<file path="config.mk">
export PLATFORM = sky130hd
export DESIGN_NAME = ebpc_enc_scheduler_flat
export DESIGN_NICKNAME = d
export VERILOG_FILES = /design/src/rtl/ebpc_pkg.sv /design/src/rtl/ebpc_enc_scheduler_if.sv /design/src/rtl/ebpc_rr_arb.sv /design/src/rtl/ebpc_enc_scheduler.sv /design/src/flat_wrapper.sv
export SDC_FILE = /design/constraint.sdc
export NUM_CORES = 1
export LEC_CHECK = 0
export ABC_AREA = 1
export CAP_MARGIN = 20
export CORE_ASPECT_RATIO = 1.5
export CORE_MARGIN = 3
export CORE_UTILIZATION = 30
export CTS_BUF_LIST = sky130_fd_sc_hd__clkbuf_8 sky130_fd_sc_hd__clkbuf_16
export CTS_CLUSTER_DIAMETER = 30
export CTS_CLUSTER_SIZE = 10
export DETAILED_ROUTE_END_ITERATION = 10
export PLACE_DENSITY = 0.6
export SYNTH_ARGS = -nofsm -noshare
export SYNTH_HDL_FRONTEND = slang
export SYNTH_SLANG_ARGS = --single-unit
export TNS_END_PERCENT = 1
</file>
<file path="constraint.sdc">
create_clock -name clk_i -period 2 [get_ports clk_i]
set_clock_uncertainty 0.15 [all_clocks]
set_input_delay 0.4 -clock clk_i [delete_from_list [all_inputs] [get_ports clk_i]]
set_output_delay 0.4 -clock clk_i [all_outputs]
set_load 0.01 [all_outputs]
</file>
<file path="src/rtl/ebpc_pkg.sv">
// EBPC shared constants.
// Word width and encoder-scheduler sizing defaults.
package ebpc_pkg;

  localparam int unsigned DATA_W           = 8;
  localparam int unsigned EBPC_SCHED_N_CH  = 4;
  localparam int unsigned EBPC_SCHED_CNT_W = 16;

endpackage

</file>
<file path="src/rtl/ebpc_enc_scheduler_if.sv">
// Scheduler-to-encoder link: word handshake
// plus the encoder idle and block-done status.
interface ebpc_enc_scheduler_if
  import ebpc_pkg::*;
#(
  parameter int unsigned W = DATA_W
);

  logic [W-1:0] data;
  logic         last;
  logic         vld;
  logic         rdy;
  logic         idle;
  logic         blk_done;

  modport master (
    output data,
    output last,
    output vld,
    input  rdy,
    input  idle,
    input  blk_done
  );

  modport slave (
    input  data,
    input  last,
    input  vld,
    output rdy,
    output idle,
    output blk_done
  );

endinterface

</file>
<file path="src/rtl/ebpc_rr_arb.sv">
// Combinational round-robin pick: first set
// request at or after ptr, wrapping around.
module ebpc_rr_arb #(
  parameter  int unsigned N_CH = 4,
  localparam int unsigned ID_W = $clog2(N_CH)
) (
  input  logic [N_CH-1:0] req,
  input  logic [ID_W-1:0] ptr,
  output logic [ID_W-1:0] gnt_id,
  output logic            gnt_vld
);

  logic [ID_W-1:0] idx;

  always_comb begin
    gnt_id  = '0;
    gnt_vld = 1'b0;
    idx     = '0;
    for (int unsigned i = 0; i < N_CH; i++) begin
      idx = ID_W'((32'(ptr) + i) % N_CH);
      if (!gnt_vld && req[idx]) begin
        gnt_vld = 1'b1;
        gnt_id  = idx;
      end
    end
  end

endmodule

</file>
<file path="src/rtl/ebpc_enc_scheduler.sv">
// Shares one ebpc_encoder between N_CH streams,
// granting a whole stream at a time round-robin.
module ebpc_enc_scheduler
  import ebpc_pkg::*;
#(
  parameter  int unsigned N_CH  = EBPC_SCHED_N_CH,
  parameter  int unsigned CNT_W = EBPC_SCHED_CNT_W,
  localparam int unsigned ID_W  = $clog2(N_CH)
) (
  input  logic                       clk_i,
  input  logic                       rst_ni,
  input  logic [N_CH-1:0]            ch_en_i,
  input  logic [N_CH-1:0][DATA_W-1:0] data_i,
  input  logic [N_CH-1:0]            last_i,
  input  logic [N_CH-1:0]            vld_i,
  output logic [N_CH-1:0]            rdy_o,
  ebpc_enc_scheduler_if.master       enc,
  output logic                       busy_o,
  output logic [ID_W-1:0]            ch_id_o,
  output logic                       done_o,
  output logic [ID_W-1:0]            done_id_o,
  output logic [CNT_W-1:0]           done_cnt_o
);

  typedef enum logic [1:0] {
    IDLE,
    STREAM,
    DRAIN
  } state_e;

  state_e state_q, state_d;

  logic [ID_W-1:0]  grant_q;
  logic [ID_W-1:0]  rr_ptr_q;
  logic [ID_W-1:0]  nxt_ptr;
  logic [CNT_W-1:0] cnt_q;
  logic             done_q;
  logic [ID_W-1:0]  done_id_q;
  logic [CNT_W-1:0] done_cnt_q;

  logic [N_CH-1:0] req;
  logic [ID_W-1:0] arb_id;
  logic            arb_vld;
  logic            pick;
  logic            hs;
  logic            hs_last;

  assign req = vld_i & ch_en_i;

  ebpc_rr_arb #(
    .N_CH (N_CH)
  ) u_arb (
    .req     (req),
    .ptr     (rr_ptr_q),
    .gnt_id  (arb_id),
    .gnt_vld (arb_vld)
  );

  assign pick    = (state_q == IDLE) && arb_vld && enc.idle;
  assign hs      = (state_q == STREAM) && vld_i[grant_q] && enc.rdy;
  assign hs_last = hs && last_i[grant_q];
  assign nxt_ptr = (grant_q == ID_W'(N_CH - 1)) ?
                   '0 : grant_q + ID_W'(1);

  always_ff @(posedge clk_i or negedge rst_ni) begin
    if (!rst_ni) begin
      state_q <= IDLE;
    end else begin
      state_q <= state_d;
    end
  end

  always_comb begin
    state_d = state_q;
    unique case (state_q)
      IDLE:    if (pick) state_d = STREAM;
      STREAM:  if (hs_last) state_d = DRAIN;
      DRAIN:   if (enc.blk_done) state_d = IDLE;
      default: state_d = IDLE;
    endcase
  end

  // Pass-through is purely combinational so the
  // source sees the encoder's ready in-cycle.
  always_comb begin
    rdy_o    = '0;
    enc.data = '0;
    enc.last = 1'b0;
    enc.vld  = 1'b0;
    if (state_q == STREAM) begin
      enc.data       = data_i[grant_q];
      enc.last       = last_i[grant_q];
      enc.vld        = vld_i[grant_q];
      rdy_o[grant_q] = enc.rdy;
    end
  end

  always_ff @(posedge clk_i or negedge rst_ni) begin
    if (!rst_ni) begin
      grant_q    <= '0;
      rr_ptr_q   <= '0;
      cnt_q      <= '0;
      done_q     <= 1'b0;
      done_id_q  <= '0;
      done_cnt_q <= '0;
    end else begin
      done_q <= 1'b0;
      if (pick) begin
        grant_q <= arb_id;
        cnt_q   <= '0;
      end
      if (hs && (cnt_q != '1)) begin
        cnt_q <= cnt_q + CNT_W'(1);
      end
      if ((state_q == DRAIN) && enc.blk_done) begin
        done_q     <= 1'b1;
        done_id_q  <= grant_q;
        done_cnt_q <= cnt_q;
        rr_ptr_q   <= nxt_ptr;
      end
    end
  end

  assign busy_o     = (state_q != IDLE);
  assign ch_id_o    = grant_q;
  assign done_o     = done_q;
  assign done_id_o  = done_id_q;
  assign done_cnt_o = done_cnt_q;

endmodule

</file>
<file path="src/flat_wrapper.sv">
// flat-port wrapper written by rule: the top's interface ports become plain ports
module ebpc_enc_scheduler_flat import ebpc_pkg::*;
#(
  parameter  int unsigned N_CH  = EBPC_SCHED_N_CH,
  parameter  int unsigned CNT_W = EBPC_SCHED_CNT_W,
  localparam int unsigned ID_W  = $clog2(N_CH)
)
  (clk_i, rst_ni, ch_en_i, data_i, last_i, vld_i, rdy_o, busy_o, ch_id_o, done_o, done_id_o, done_cnt_o, enc_data, enc_last, enc_vld, enc_rdy, enc_idle, enc_blk_done);
  ebpc_enc_scheduler_if enc_i ();
  input  logic clk_i;
  input  logic rst_ni;
  input  logic [N_CH-1:0] ch_en_i;
  input  logic [N_CH-1:0][DATA_W-1:0] data_i;
  input  logic [N_CH-1:0] last_i;
  input  logic [N_CH-1:0] vld_i;
  output logic [N_CH-1:0] rdy_o;
  output logic busy_o;
  output logic [ID_W-1:0] ch_id_o;
  output logic done_o;
  output logic [ID_W-1:0] done_id_o;
  output logic [CNT_W-1:0] done_cnt_o;
  output wire logic [$bits(enc_i.data)-1:0] enc_data;
  output wire logic [$bits(enc_i.last)-1:0] enc_last;
  output wire logic [$bits(enc_i.vld)-1:0] enc_vld;
  input wire logic [$bits(enc_i.rdy)-1:0] enc_rdy;
  input wire logic [$bits(enc_i.idle)-1:0] enc_idle;
  input wire logic [$bits(enc_i.blk_done)-1:0] enc_blk_done;
  assign enc_data = enc_i.data;
  assign enc_last = enc_i.last;
  assign enc_vld = enc_i.vld;
  assign enc_i.rdy = enc_rdy;
  assign enc_i.idle = enc_idle;
  assign enc_i.blk_done = enc_blk_done;
  ebpc_enc_scheduler #(.N_CH(N_CH), .CNT_W(CNT_W)) u_core (.clk_i(clk_i), .rst_ni(rst_ni), .ch_en_i(ch_en_i), .data_i(data_i), .last_i(last_i), .vld_i(vld_i), .rdy_o(rdy_o), .enc(enc_i), .busy_o(busy_o), .ch_id_o(ch_id_o), .done_o(done_o), .done_id_o(done_id_o), .done_cnt_o(done_cnt_o));
endmodule
</file>
==> key figures, run 1 <==
Timing
  • RSZ-0062 raised after global routing: yes
  • Worst-margin pin slew: 397 ps
  • Final hold slack: around 330 ps
  • Final hold vios: 0
  • Slew headroom: 73.6%
  • Setup ws final: -88.7 ps
  • Max Slew Vio Count: 0
  • Period minus WS final: about 2100 ps
  • Final setup viols: 5
  • Crit share post-route: 104%
  • Fmax: 479 MHz

Drt
  • Drt pass-1 iters: 4
  • DR WL met2: 4.07 mm
  • Initial DRC Count: 70
  • Avg WL per Cell: approximately 13 um
  • Met3 WL: approximately 730 um
  • Drt via density: 4.66
  • Top sig layer: met4
  • WL met1: 3.15 mm
  • Via count: roughly 2800
  • Number of remaining DRC errors: 0
  • ANT nets after route: 0
  • Final wirelength: between 8 and 9 mm

Logic synthesis
  • Post-Syn Area: approximately 2600 um2
  • Yosys reg bits: 41
  • Syn Area/Cell: ~7 um2
  • EDFF count, synth: 0
  • Post-synthesis cell type count: 29
  • Top cells by count, synth: nand2_1 (103), nor2_1 (52), o21ai_0 (42)
  • Count leader, synth: nand2_1
  • Cells after Synth: ~380
  • Largest cells by area after synthesis: dfrtp_1 (40%), nand2_1 (15%), o21ai_0 (8.1%), nand3_1 (7.7%), nor2_1 (7.5%)
  • Fraction of registers with async set/reset: between 90% and 100%
  • Syn nets: roughly 430
  • Seq/Total Area, Yosys: between 30% and 40%
  • Synth Flop Type: dfrtp_1
  • Area leader, netlist: dfrtp_1
  • Area share of the largest cell type after synthesis: around 40%
  • Synth Warn #: 0

Cells and area
  • Area growth, synth to finish: 54.0%
  • Antenna cells: 0
  • Layout cell share with drive strength beyond 1: around 18%
  • Final #Nets: about 550
  • Layout Cells excl Fill: ~600

Die
  • Die Ht: around 120 um
  • Die Wd: around 80 um
  • Io pins: 85
  • Core footprint: roughly 8200 um2
  • Std-Cell Rows: 40
  • DIE AREA: 9820 um2
  • Initial core utilization: a little under a third

Setup path
  • CP Capture Type: output pin
  • Critical path arrival: around 1500 ps
  • Critical Path RT: between 1000 and 1500 ps
  • CP Max Fanout: 9
  • Crit path from: u_core.ch_id_o[0]
  • Register-to-Register Setup Slack: about 50 ps
  • Crit path to: enc_last
  • CP startpoint kind: flop
  • Reg-to-Reg Start: u_core.ch_id_o[0]
  • Critical path class: flop to output pin
  • FF-to-FF End: u_core.cnt_q[13]
  • R2r worst-path depth: 12

Global route
  • First-pass GRT wire length: between 10 and 15 mm
  • GRT Overall Usage: between 15 and 20%
  • Initial antenna violation count: 0
  • Pin count of the biggest net entering global routing: 22
  • Gr ovfl total: 0
  • Number of global-route vias before repair: ~2800

Clock tree
  • Max Root-Sink Buffers: 2
  • Clk root buf: clkbuf_16
  • Reg clk slew, reported paths: ~60 ps
  • CTS tree: built
  • Clk_lat worst skew: 290 ps
  • CTS Buf Count: 5
  • Total clock sinks: 41
  • H-tree depth: 2

Outcome
  • Failing checks: setup timing
  • Status: finished with violations

Placement
  • IO buf count: 84
  • Pre-CTS WS: -435 ps
  • Post-DP HPWL: between 6 and 7 mm
  • Gpl congestion: between 0.8 and 0.9
  • Cells after DPL: slightly below 600

Pwr
  • VDD IR max: ~500 uV
  • Leak: around 1.9 nW
  • PD cells: between 1000 and 1500 nW/um2
  • Design Power: around 4.4 mW

Worst hold path
  • Hold crit path type: flop to flop

Job
  • Total of max-cap violations: 0
==> logic make-up (layout without fill, tap and decap cells) <==
logic type / count (synthesis) / after routing / synth area share [%]
compound gates: 63 / 63 / 12.5
xor+xnor: 9 / 9 / 3.04
fa+ha+maj: 5 / 5 / 2.41
buf+inv: 46 / 168 / 7.72
flops: 41 / 41 / 39.6
simple gates: 211 / 212 / 34.7
==> state kept, by name, indices dropped and copies added (netlist names) <==
name	cells
u_core.cnt_q	16
u_core.done_cnt_o	16
u_core.ch_id_o	2
u_core.done_id_o	2
u_core.rr_ptr_q	2
u_core.state_q	2
u_core.done_o	1
==> timing repair <==
| item | CTS | global route |
|---|---|---|
| hold buffers | 1 | 0 |
| endpoints found under the hold margin | 15 | 0 |
| cloned | 2 | 0 |
| pin swaps | 5 | 7 |
| endpoints found under the setup margin | 32 | 33 |
| gates resized for setup | 77 | 14 |
| buffers inserted | 4 | 1 |
==> where the power goes <==
| group | internal (mW) | total, mW | switching [mW] |
|---|---|---|---|
| logic | 1.16 | 2.53 | 1.37 |
| registers | 0.953 | 1.06 | 0.105 |
| clock network | 0.453 | 0.773 | 0.320 |
| total | 2.56 | 4.36 | 1.80 |
==> cell usage in the layout, fill, tap and decap left out, types with 2 or more instances in the layout <==
cell,instances
nand3_2,2
buf_2,15
a21oi_1,12
o21ai_1,11
buf_4,37
inv_2,3
nor2_1,48
nand2_2,4
o21ai_0,36
ha_1,4
inv_1,25
dfrtp_1,40
nand2_1,100
nand4_1,3
nor3_1,4
buf_12,2
nor2_2,5
clkdlybuf4s50_1,68
buf_6,5
nand3_1,40
clkbuf_16,5
nand2_4,2
xor2_1,9
clkinv_2,2
==> critical path, stage by stage (launching register included) <==
cell and delay [ps]:
dfrtp_2 410, buf_6 120, buf_8 130, nand2_2 60, a32oi_2 210, inv_1 70
nor2_1 110, buf_2 150
==> worst min-delay path by stage <==
stage / depth (start not counted) / endpoint / start / slack [ps]
3_3_place_gp: 1 / u_core.cnt_q[15] / rst_ni / 200
5_1_grt: 2 / u_core.done_cnt_o[4] / u_core.done_cnt_o[4] / 360
4_1_cts: 2 / u_core.done_cnt_o[12] / u_core.done_cnt_o[12] / 340
2_1_floorplan: 0 / u_core.ch_id_o[0] / rst_ni / -50
3_5_place_dp: 1 / u_core.cnt_q[15] / rst_ni / 200
6_report: 2 / u_core.done_cnt_o[3] / u_core.done_cnt_o[3] / 330
==> metrics by stage <==
step / TNS, ps / area, um2 / util, %
after floorplan: 0 / 2600 / -
after global placement: -7690 / 3800 / 46.3
after detailed placement: -8890 / 3800 / 46.3
after CTS: -252 / 4000 / 48.7
after global routing: -1580 / 4000 / 48.7
final: -211 / 4000 / 48.7
==> routing by layer <==
metal  track usage [%]  vias to the layer above
met1              18.4                     1251
met2              30.6                       81
li1                  -                     1466
met3              4.50                       13
met4              6.34                        0
met5                 0                        -
==> layout make-up <==
| class | instances | area, um2 |
|---|---|---|
| Inverter | 30 | 123 |
| Tap cell | 105 | 131 |
| Fill cell | 834 | 4210 |
| Clock inverter | 3 | 13.8 |
| Clock buffer | 5 | 125 |
| Sequential cell | 41 | 1030 |
| Multi-Input combinational cell | 289 | 1410 |
| Timing Repair Buffer | 130 | 1160 |
Power figures use the tool's default switching activity.
==> run 2, diff against run 1 <==
--- a/config.mk
+++ b/config.mk
@@ -9,12 +9,11 @@
 export CAP_MARGIN = 20
 export CORE_ASPECT_RATIO = 1.5
 export CORE_MARGIN = 3
-export CORE_UTILIZATION = 30
+export CORE_UTILIZATION = 46
 export CTS_BUF_LIST = sky130_fd_sc_hd__clkbuf_8 sky130_fd_sc_hd__clkbuf_16
 export CTS_CLUSTER_DIAMETER = 30
-export CTS_CLUSTER_SIZE = 10
 export DETAILED_ROUTE_END_ITERATION = 10
-export PLACE_DENSITY = 0.6
+export PLACE_DENSITY = 0.84
 export SYNTH_ARGS = -nofsm -noshare
 export SYNTH_HDL_FRONTEND = slang
 export SYNTH_SLANG_ARGS = --single-unit
==> run 2 against run 1 <==
Compared with the run above:
- sequential cell count is the same
- the run ends with hold timing, setup timing left
- largest cell class unchanged
- worst setup slack is essentially flat
- total power shrank 1.7%
==> key figures, run 2 (same netlist as run 1, synthesis figures left out) <==
Drt
  • Avg WL per Cell: about 13 um
  • Initial DRC Count: 116
  • Number of remaining DRC errors: 0
  • Drt via density: 5.21
  • ANT nets after route: 0
  • Final wirelength: approximately 7.5 mm
  • Drt pass-1 iters: 4
  • Via count: approximately 2900

Timing
  • Setup ws final: -88.3 ps
  • Crit share post-route: 104%
  • Fmax: 479 MHz
  • Final hold vios: 2
  • Final hold slack: -2.05 ps
  • Final setup viols: 11
  • Period minus WS final: 2090 ps
  • RSZ-0062 raised after global routing: yes
  • Slew headroom: roughly 66%
  • Max Slew Vio Count: 0
  • Worst-margin pin slew: roughly 510 ps

Die
  • Die Wd: between 60 and 70 um
  • Io pins: between 80 and 90
  • DIE AREA: between 6000 and 7000 um2
  • Std-Cell Rows: 32
  • Core footprint: about 5300 um2
  • Initial core utilization: approximately half
  • Die Ht: ~100 um

Worst hold path
  • Hold crit path type: primary input to asynchronous set/reset pin

Global route
  • First-pass GRT wire length: roughly 12 mm
  • GRT Overall Usage: 23.0%
  • Pin count of the biggest net entering global routing: 42
  • Number of global-route vias before repair: 2747
  • Gr ovfl total: 0
  • Initial antenna violation count: 0

Outcome
  • Failing checks: hold timing, setup timing
  • Status: finished with violations

Setup path
  • Critical path class: flop to output pin
  • CP Max Fanout: 8
  • Critical path arrival: around 1500 ps
  • Critical Path RT: about 1500 ps
  • CP startpoint kind: flop
  • CP Capture Type: output pin

Clock tree
  • Clk root buf: clkbuf_8
  • H-tree depth: 2
  • Max Root-Sink Buffers: 2
  • Reg clk slew, reported paths: 70 ps
  • CTS tree: built
  • Clk_lat worst skew: 300 ps
  • CTS Buf Count: 5
  • Total clock sinks: 41

Cells and area
  • Antenna cells: 0
  • Area growth, synth to finish: 50.6%
  • Fillers: between 400 and 500
  • Cell area after layout: between 3000 and 4000 um2
  • Commonest non-fill, non-tap cell in the layout: nand2_1
  • Final #Nets: 544
  • Layout cell share with drive strength beyond 1: approximately 17%
  • Most frequent cells in the layout: nand2_1 (102), clkdlybuf4s50_1 (67), nor2_1 (47), nand3_1 (40), dfrtp_1 (40)
  • Final Core Density: 73.9%

Placement
  • Post-DP HPWL: 5.58 mm
  • DP Area: 3710 um2
  • IO buf count: 84
  • Gpl congestion: 0.878

Pwr
  • Design Power: roughly 4.3 mW
  • Leak: 1.86 nW
  • PD cells: ~1100 nW/um2
  • VDD IR max: about 680 uV

Job
  • Total of max-cap violations: 0
-- run 2: worst paths after layout --
path                                            from                    to  slack [ps]  depth (start not counted)
worst min register to register  u_core.done_cnt_o[4]  u_core.done_cnt_o[4]         340                          2
worst max-delay path               u_core.ch_id_o[0]              enc_last         -90                          8
worst max register to register     u_core.ch_id_o[0]       u_core.cnt_q[3]          80                         11
worst min-delay path                          rst_ni      u_core.cnt_q[10]          -2                          2
max in group asynchronous                     rst_ni     u_core.ch_id_o[1]        1310                          2
min in group clk_i              u_core.done_cnt_o[4]  u_core.done_cnt_o[4]         340                          2
-- run 2: timing repair --
item,CTS,global route
endpoints found under the setup margin,19,32
setup buffers,4,0
resized for setup,85,17
cloned,1,0
hold buffers,0,0
pin swaps,8,5
-- run 2: critical path: stages, from the launching register on --
cell	delay (ps)
dfrtp_1	410
buf_6	140
inv_8	60
buf_12	120
nand2_4	40
a32oi_2	200
inv_1	60
nor2_1	80
buf_2	130
-- run 2: final cells by class --
type | instances | area [um2] | area share, %
inverters | 30 | 125 | 3.20
well taps | 68 | 85.1 | 2.18
clock buffers | 5 | 68.8 | 1.76
repair buffers | 124 | 1130 | 29.1
flip-flops and latches | 41 | 1030 | 26.3
clock inverters | 3 | 42.5 | 1.09
multi-input cells | 288 | 1420 | 36.4
-- run 2: through the flow --
stage	cells	worst slack [ps]	setup TNS (ps)	hold WS [ps]
finish	559	-88.3	-479	-2.05
CTS	559	-81.0	-401	13.2
floorplan	375	59.2	0	-45.6
detailed placement	546	-459	-9260	326
global placement	546	-443	-8500	319
global route	559	-148	-1130	38.6
-- run 2: report_power, final --
group / internal, mW / switching, mW / total (mW)
logic: 1.20 / 1.35 / 2.55
clock network: 0.369 / 0.282 / 0.651
registers: 0.951 / 0.133 / 1.08
total: 2.52 / 1.77 / 4.29
-- run 2: metal layers --
metal / wire [um] / vias up / track usage, %
met1: 2900 / 1328 / 25.9
li1: - / 1451 / -
met2: 3760 / 121 / 41.2
met5: 0 / - / 0
met3: 744 / 14 / 6.10
met4: 117 / 0 / 6.56
==> run 3, diff against run 2 <==
--- a/config.mk
+++ b/config.mk
@@ -17,4 +17,3 @@
 export SYNTH_ARGS = -nofsm -noshare
 export SYNTH_HDL_FRONTEND = slang
 export SYNTH_SLANG_ARGS = --single-unit
-export TNS_END_PERCENT = 1
==> run 3 against run 2 <==
Compared with the run above:
- non-clock buffer count is 4 higher
- first-iteration DRC count is 29% higher
- wire length is 7.4% higher
- critical endpoint unchanged
- sequential cell count stayed put
- the run ends with setup timing left
- fmax is 0.39% higher
- largest cell class unchanged
- clock-buffer cell count stayed put
- largest power group unchanged
==> key figures, run 3 (same netlist as run 1, synthesis figures left out) <==
Outcome
  • Status: finished with violations
  • Failing checks: setup timing

Drt
  • ANT nets after route: 0
  • Final wirelength: ~8.1 mm
  • Drt via density: 5.29
  • Via count: 2996
  • Number of remaining DRC errors: 0
  • Avg WL per Cell: ~14 um
  • Initial DRC Count: 150
  • Drt pass-1 iters: 4

Timing
  • Slew headroom: about two thirds
  • RSZ-0062 raised after global routing: yes
  • Setup ws final: -80.3 ps
  • Crit share post-route: 104%
  • Setup total negative slack: -511 ps
  • Final hold vios: 0
  • Fmax: a little under 500 MHz
  • Final setup viols: 9
  • Max Slew Vio Count: 0
  • Final hold slack: 1.46 ps
  • Period minus WS final: approximately 2100 ps
  • Worst-margin pin slew: between 500 and 600 ps

Setup path
  • CP max stage cell: dfrtp_1
  • FF-to-FF End: u_core.cnt_q[2]
  • Critical path class: flop to output pin
  • CP cell instances: buf_6, inv_8, buf_12, nand2_4, a32oi_2, inv_1, nor2_1, buf_2
  • R2r worst-path depth: 12
  • Register-to-Register Setup Slack: roughly 20 ps
  • Reg-to-Reg Start: u_core.ch_id_o[0]
  • Critical path arrival: around 1500 ps
  • CP Max Fanout: 8
  • CP startpoint kind: flop
  • CP Capture Type: output pin
  • Critical Path RT: ~1500 ps
  • Worst path max stage delay: ~400 ps

Clock tree
  • CTS Buf Count: 5
  • Max Root-Sink Buffers: 2
  • Clk_lat worst skew: about 300 ps
  • CTS tree: built
  • Clk root buf: clkbuf_8
  • Total clock sinks: a little over 40
  • H-tree depth: 2
  • Reg clk slew, reported paths: 70 ps

Job
  • Total of max-cap violations: 0

Die
  • Core footprint: 5290 um2
  • DIE AREA: approximately 6600 um2
  • Die Wd: slightly below 70 um
  • Die Ht: 98.0 um
  • Io pins: 85
  • Std-Cell Rows: 32
  • Initial core utilization: between 40 and 50%

Global route
  • GRT Overall Usage: between 20% and 30%
  • Gr ovfl total: 0
  • First-pass GRT wire length: about 12 mm
  • Initial antenna violation count: 0
  • Pin count of the biggest net entering global routing: 42
  • Number of global-route vias before repair: 2759

Pwr
  • Sequential share of power: 24.2%
  • Comb power frac: between 60% and 70%
  • VDD IR max: ~680 uV
  • Clock power frac: about 15%
  • Leak: 1.90 nW
  • Sw power: around 1.9 mW
  • Design Power: between 4 and 5 mW
  • Int Power: about 2.6 mW
  • Switching Share: about two fifths
  • PD cells: roughly 1100 nW/um2

Placement
  • Cells after DPL: between 500 and 600
  • IO buf count: 84
  • Gpl congestion: between 0.8 and 0.9
  • Post-DP HPWL: roughly 5.6 mm

Cells and area
  • Fillers: 370
  • Most frequent cells in the layout: nand2_1 (102), clkdlybuf4s50_1 (67), nor2_1 (45), dfrtp_1 (40), nand3_1 (34)
  • Area growth, synth to finish: 55.5%
  • Antenna cells: 0
  • Commonest non-fill, non-tap cell in the layout: nand2_1
  • Layout Cells excl Fill: between 500 and 600
  • Final #Nets: 551
  • Final Core Density: between 70% and 80%
  • Layout cell share with drive strength beyond 1: ~21%

Worst hold path
  • Hold crit path type: primary input to asynchronous set/reset pin
-- run 3: power groups by stage --
stage / registers [mW] / logic (mW) / clock network [mW]
2_1_floorplan: 1.09 / 1.25 / 0
3_3_place_gp: 1.07 / 2.37 / 0
3_5_place_dp: 1.08 / 2.40 / 0
4_1_cts: 1.07 / 2.51 / 0.666
5_1_grt: 1.10 / 3.01 / 0.703
6_report: 1.08 / 2.74 / 0.654
-- run 3: area by class of cell --
class                           instances  area, um2  share of cell area [%]
Clock buffer                            5       68.8                    1.71
Multi-Input combinational cell        291       1500                    37.1
Inverter                               30        128                    3.16
Tap cell                               68       85.1                    2.11
Timing Repair Buffer                  128       1180                    29.4
Clock inverter                          3       42.5                    1.05
Sequential cell                        41       1030                    25.5
-- run 3: critical path, delay by kind of cell (launching register included) --
kind,cells,cell delay [ps]
compound gates,1,200
buf+inv,5,510
flops,1,400
simple gates,2,120
-- run 3: metal layers --
| metal | vias to the layer above | GRT usage [%] | routed length (um) |
|---|---|---|---|
| met2 | 133 | 41.9 | 4100 |
| met3 | 21 | 6.44 | 798 |
| met5 | - | 0 | 0 |
| met4 | 0 | 6.25 | 159 |
| met1 | 1377 | 26.8 | 3030 |
| li1 | 1465 | - | - |
-- run 3: worst max path at each step --
stage / from / to / slack (ps)
floorplan: u_core.ch_id_o[1] / enc_data[0] / 60
global placement: vld_i[0] / enc_vld / -440
detailed placement: vld_i[2] / enc_vld / -460
CTS: u_core.ch_id_o[0] / enc_last / -80
global route: u_core.ch_id_o[0] / enc_data[2] / -170
finish: u_core.ch_id_o[0] / enc_last / -80
-- run 3: repair_timing --
item | in CTS | in global routing
buffers inserted | 4 | 4
hold buffers | 0 | 0
gates resized for setup | 86 | 37
pin swaps | 12 | 12
setup endpoints to repair | 19 | 27
cloned | 2 | 2
-- run 3: per-stage QoR --
step	setup slack, ps	instance area [um2]
global route	-170	4030
detailed placement	-459	3710
CTS	-81.0	3890
global placement	-443	3710
finish	-80.3	4030
floorplan	59.2	2600
